==> config.mk <==
export PLATFORM = sky130hd
export DESIGN_NAME = bump_scan_ctrl
export DESIGN_NICKNAME = d
export VERILOG_FILES = /design/src/rtl/bump_scan_ctrl.sv
export SDC_FILE = /design/constraint.sdc
export NUM_CORES = 1
export LEC_CHECK = 0
export CAP_MARGIN = 20
export CORE_MARGIN = 4
export CORE_UTILIZATION = 40
export CTS_BUF_LIST = sky130_fd_sc_hd__clkbuf_4
export DETAILED_ROUTE_END_ITERATION = 8
export DONT_BUFFER_PORTS = 1
export GPL_TIMING_DRIVEN = 1
export PLACE_DENSITY = 0.62
export SLEW_MARGIN = 20
export SYNTH_ARGS = -nofsm -noshare
export SYNTH_HDL_FRONTEND = slang
export SYNTH_SLANG_ARGS = --single-unit
==> constraint.sdc <==
create_clock -name clk -period 5.1 [get_ports clk]
set_input_delay 0.51 -clock clk [delete_from_list [all_inputs] [get_ports clk]]
set_output_delay 0.51 -clock clk [all_outputs]
set_load 0.05 [all_outputs]
==> src/rtl/bump_scan_ctrl.sv <==
// Sequential platform scanner: snapshots the platform table on a frame tick and
// walks it through one shared collision checker, latching the first landing found.
module bump_scan_ctrl #(
    parameter int NUM_BLOCKS = 8,
    parameter int IDX_W      = 3
) (
    input  logic                       clk,
    input  logic                       rst,
    input  logic                       frame_tick,
    input  logic                       fly,
    input  logic [NUM_BLOCKS*10-1:0]   plat_x,
    input  logic [NUM_BLOCKS*10-1:0]   plat_y,
    output logic [9:0]                 chk_block_x,
    output logic [9:0]                 chk_block_y,
    input  logic                       chk_bump,
    input  logic [9:0]                 chk_movement,
    output logic                       busy,
    output logic                       done,
    output logic                       hit,
    output logic [IDX_W-1:0]           hit_idx,
    output logic [9:0]                 movement,
    output logic                       overrun
);

    localparam logic [1:0] ST_IDLE = 2'd0;
    localparam logic [1:0] ST_SCAN = 2'd1;
    localparam logic [1:0] ST_DONE = 2'd2;

    localparam logic [IDX_W-1:0] LAST_IDX = IDX_W'(NUM_BLOCKS - 1);

    logic [1:0]                state_r;
    logic [1:0]                state_s;
    logic [IDX_W-1:0]          idx_r;
    logic [IDX_W-1:0]          idx_s;
    logic [NUM_BLOCKS*10-1:0]  snap_x_r;
    logic [NUM_BLOCKS*10-1:0]  snap_y_r;
    logic                      snap_load_s;
    logic                      hit_r;
    logic                      hit_s;
    logic [IDX_W-1:0]          hit_idx_r;
    logic [IDX_W-1:0]          hit_idx_s;
    logic [9:0]                movement_r;
    logic [9:0]                movement_s;
    logic                      busy_r;
    logic                      done_r;
    logic                      overrun_r;

    // Next-state and result-capture decisions for the scan sequencer
    always_comb begin
        state_s     = state_r;
        idx_s       = idx_r;
        hit_s       = hit_r;
        hit_idx_s   = hit_idx_r;
        movement_s  = movement_r;
        snap_load_s = 1'b0;
        case (state_r)
            ST_IDLE: begin
                if (frame_tick) begin
                    if (fly) begin
                        state_s    = ST_DONE;
                        hit_s      = 1'b0;
                        hit_idx_s  = '0;
                        movement_s = 10'd0;
                    end else begin
                        state_s     = ST_SCAN;
                        idx_s       = '0;
                        snap_load_s = 1'b1;
                    end
                end else begin
                    state_s = ST_IDLE;
                end
            end
            ST_SCAN: begin
                if (chk_bump) begin
                    state_s    = ST_DONE;
                    hit_s      = 1'b1;
                    hit_idx_s  = idx_r;
                    movement_s = chk_movement;
                end else if (idx_r == LAST_IDX) begin
                    state_s    = ST_DONE;
                    hit_s      = 1'b0;
                    hit_idx_s  = '0;
                    movement_s = 10'd0;
                end else begin
                    idx_s = idx_r + {{(IDX_W-1){1'b0}}, 1'b1};
                end
            end
            ST_DONE: begin
                state_s = ST_IDLE;
            end
            default: begin
                state_s = ST_IDLE;
            end
        endcase
    end

    // State, index, snapshot and result registers
    always_ff @(posedge clk) begin
        if (rst) begin
            state_r    <= ST_IDLE;
            idx_r      <= '0;
            snap_x_r   <= '0;
            snap_y_r   <= '0;
            hit_r      <= 1'b0;
            hit_idx_r  <= '0;
            movement_r <= 10'd0;
            busy_r     <= 1'b0;
            done_r     <= 1'b0;
        end else begin
            state_r    <= state_s;
            idx_r      <= idx_s;
            hit_r      <= hit_s;
            hit_idx_r  <= hit_idx_s;
            movement_r <= movement_s;
            busy_r     <= (state_s == ST_SCAN);
            done_r     <= (state_s == ST_DONE);
            if (snap_load_s) begin
                snap_x_r <= plat_x;
                snap_y_r <= plat_y;
            end else begin
                snap_x_r <= snap_x_r;
                snap_y_r <= snap_y_r;
            end
        end
    end

    // A tick that cannot be served is remembered until the next reset
    always_ff @(posedge clk) begin
        if (rst) begin
            overrun_r <= 1'b0;
        end else if (frame_tick && (state_r != ST_IDLE)) begin
            overrun_r <= 1'b1;
        end else begin
            overrun_r <= overrun_r;
        end
    end

    // The checker is combinational, so the presented entry must track idx directly
    always_comb begin
        if ((state_r == ST_SCAN) && !rst) begin
            chk_block_x = snap_x_r[int'(idx_r)*10 +: 10];
            chk_block_y = snap_y_r[int'(idx_r)*10 +: 10];
        end else begin
            chk_block_x = 10'd0;
            chk_block_y = 10'd0;
        end
    end

    assign busy     = busy_r;
    assign done     = done_r;
    assign hit      = hit_r;
    assign hit_idx  = hit_idx_r;
    assign movement = movement_r;
    assign overrun  = overrun_r;

endmodule

==> flow_summary.yaml <==
status:
  outcome: "complete, no violations"
clocking:
  htree_levels: 4
  clk_pin_slew_ns: 0.15
  cts_tree: "built"
  cts_made_buffers: 17
  clk_latency_ns: 0.58
  ctsResizeCount: 0
  clock-root-buffer: "clkbuf_4"
  cts_max_path_buffers: 2
  clock_sinks: 182
drt:
  routedWlPerCell_um: 19.6
  dr.pass1.iters: 5
  wl_um: 21000
  drc: 0
  drt_iter0_markers: 636
  num_vias: 5840
  postRouteAntennaNets: 0
  viasPerCell: 5.45
grt:
  antenna_found_initial: 1
  grt_max_degree: 161
  grt_overflow_total: 0
  grt_util_all_layers_pct: 19.4
  grt_pass1_vias: 5355
  grt_pass1_wl_um: 31000
critical_path:
  worst-path-buf-inv: 0
  crit_family: "simple AND/OR/NAND/NOR gates"
  path_depth: 3
  worstPathCellList: "nor2_1, and3_1, a22o_1"
  cp_max_fo: 20
  cp.arrival_ns: 2.59
  endpoint_kind: "primary output"
  path_class: "register to primary output"
  startpoint_type: "register"
  cp_slowest_cell: "and3_1"
  r2r-end: "hit_idx[0]$_SDFFE_PP0P_"
  r2r_slack_ns: 2.65
  reg2reg_from: "idx_r[1]$_SDFFE_PP0P_"
  worst-r2r-cell-count: 5
  cp_slowest_stage_delay_ns: 0.70
  worstPathRequired_ns: 4.59
place:
  placed_cell_area_um2: 7430
  gp_congestion: 0.856
  io_buffers: 0
  dp_hpwl_um: 14100
cells_and_area:
  drive_gt1_share_pct: 10.3
  areaGrowthSynthToFinish_pct: 8.76
  nFillCells: 1775
  final_util_pct: 44.7
  post-route-cell-area_um2: 8140
  fin_nets: 1006
yosys:
  yosys.area.top_type: "dfxtp_1"
  yosys-top-cells-count: "nand2_1 (317), dfxtp_1 (182), a21oi_1 (165)"
  netlist-cell-type-count: 28
  synth_edf_count: 0
  yosysSeqAreaShare_pct: 48.7
  synth_top_flop_cell: "dfxtp_1"
  synth.ff_latch_count: 182
  synthCells: 841
  synth.area.top_cells: "dfxtp_1 (49%), nand2_1 (16%), mux4_2 (12%)"
  synth.avg_cell_area_um2: 8.90
  async_reset_ff_share_pct: 0
  syn_area_um2: 7490
  yosys_warnings: 0
  synth_top_area_share_pct: 48.7
  synth_fp_nets: 1018
  synth.most_common_cell: "nand2_1"
min_path:
  holdCritPathClass: "input pin to register"
  min_from: "plat_y[47]"
  hold_end: "snap_y_r[47]$_SDFFE_PP0P_"
  hold_depth: 2
floorplan:
  die_area_um2: 21000
  die_width_um: 145
  start_util_pct: 41.1
  io-pin-count: 212
  row_count: 49
  core-area_um2: 18200
  die_y_um: 145
sta:
  fin_skew_ns: 0.0208
  maxSlewViolCount: 0
  relSlewSlack_pct: 27.8
  fmax_ghz: 0.323
  hold_viol: 0
  worstMarginPinSlew_ns: 1.08
  rsz0062_at_grt: "no"
  setup_viol: 0
  fin_crit_ns: 3.10
  setup_tns_ns: 0
  period_share_pct: 60.8
power:
  max-vdd-ir-drop_mv: 0.169
  p_per_area_nw_per_um2: 327
  power.leakage_uw: 0.00275
run:
  maxCapViolCount: 0
[layer usage]
layer	vias up	part of all wire (%)	wire length, µm	track usage [%]
li1	2852	-	-	-
met1	2750	47	9910	29.1
met2	217	42	8870	26.0
met3	21	8.5	1790	7.03
met4	0	2.0	416	5.60
met5	-	0	0	0
[logic make-up (layout without fill, tap and decap cells)]
kind of cell               Yosys count  in the layout  synth area share (%)
and+or+nand+nor                    336            336                  17.8
AOI/OAI and AO/OA                  205            205                  15.7
DFF                                182            182                  48.7
buffers and inverters               76             77                  5.45
muxes                               40             40                  12.0
adders and majority gates            2              2                 0.334
other                                0              1                     0
[per-stage QoR]
stage / total power, µW / worst slack (ns) / cells / hold WS, ns
2_1_floorplan: 1750 / 2.87 / 841 / 0.433
3_3_place_gp: 1760 / 2.63 / 1002 / 0.437
3_5_place_dp: 1770 / 2.60 / 1002 / 0.442
4_1_cts: 2670 / 1.93 / 1047 / 0.000309
5_1_grt: 2780 / 1.82 / 1072 / 0.000488
6_report: 2660 / 2.00 / 1072 / 0.0497
[flip-flops by register name, indices dropped and copies added, names as in the netlist]
register and cells:
busy 1, overrun 1, hit_idx 3, hit 1
idx_r 3, movement 10, done 1, snap_y_r 80
snap_x_r 80, state_r 2
[worst max path at each step]
| stage | slack, ns | from | endpoint |
|---|---|---|---|
| floorplan | 2.87 | idx_r[0]$_SDFFE_PP0P_ | chk_block_x[0] |
| global placement | 2.63 | idx_r[0]$_SDFFE_PP0P_ | chk_block_x[3] |
| detailed placement | 2.60 | rst | chk_block_x[9] |
| CTS | 1.93 | idx_r[0]$_SDFFE_PP0P_ | chk_block_x[3] |
| global route | 1.82 | idx_r[0]$_SDFFE_PP0P_ | chk_block_x[0] |
| finish | 2.00 | state_r[1]$_SDFF_PP0_ | chk_block_x[0] |
[layout by cell type, fill, tap and decap left out]
cell type / netlist / layout
a21o_1: 1 / 1
a21oi_1: 165 / 165
a22o_1: 20 / 20
a22oi_1: 2 / 2
a31o_2: 1 / 1
a32o_1: 13 / 13
and2_1: 2 / 2
and3_1: 2 / 2
buf_16: 0 / 1
buf_4: 4 / 6
bufinv_16: 0 / 4
clkbuf_4: 0 / 18
clkinv_1: 1 / 4
clkinv_2: 0 / 2
clkinv_4: 0 / 4
clkinvlp_4: 0 / 1
dfxtp_1: 182 / 180
dfxtp_2: 0 / 1
dfxtp_4: 0 / 1
diode_2: 0 / 1
dlygate4sd3_1: 0 / 36
ha_1: 2 / 2
inv_1: 1 / 1
mux4_2: 40 / 40
nand2_1: 317 / 317
nand2_2: 3 / 3
nand3_1: 2 / 2
nand3b_1: 1 / 1
nor2_1: 3 / 3
nor4b_1: 2 / 1
nor4b_2: 0 / 1
nor4b_4: 1 / 1
o21ai_0: 3 / 3
or3b_2: 2 / 2
or4b_4: 0 / 1
[area by class of cell]
class / instances / area, µm² / area share, %
inverters: 2 / 7.51 / 0.0922
diodes: 1 / 2.50 / 0.0307
repair buffers: 43 / 433 / 5.32
well taps: 229 / 287 / 3.52
clock inverters: 14 / 184 / 2.26
multi-input cells: 583 / 3440 / 42.3
clock buffers: 18 / 135 / 1.66
flip-flops and latches: 182 / 3650 / 44.8
[what timing repair did]
| action | in CTS | in global routing |
|---|---|---|
| hold buffers | 13 | 24 |
| hold endpoints to repair | 165 | 24 |
| setup endpoints to repair | 0 | 0 |
| setup buffers | 0 | 0 |
[report_power, final]
part | switching (µW) | total (µW) | internal, µW
clock | 489 | 880 | 391
sequential | 61.9 | 1550 | 1490
combinational | 135 | 233 | 98.3
total | 686 | 2660 | 1980
Note: power is estimated with default switching activity, not from simulation.
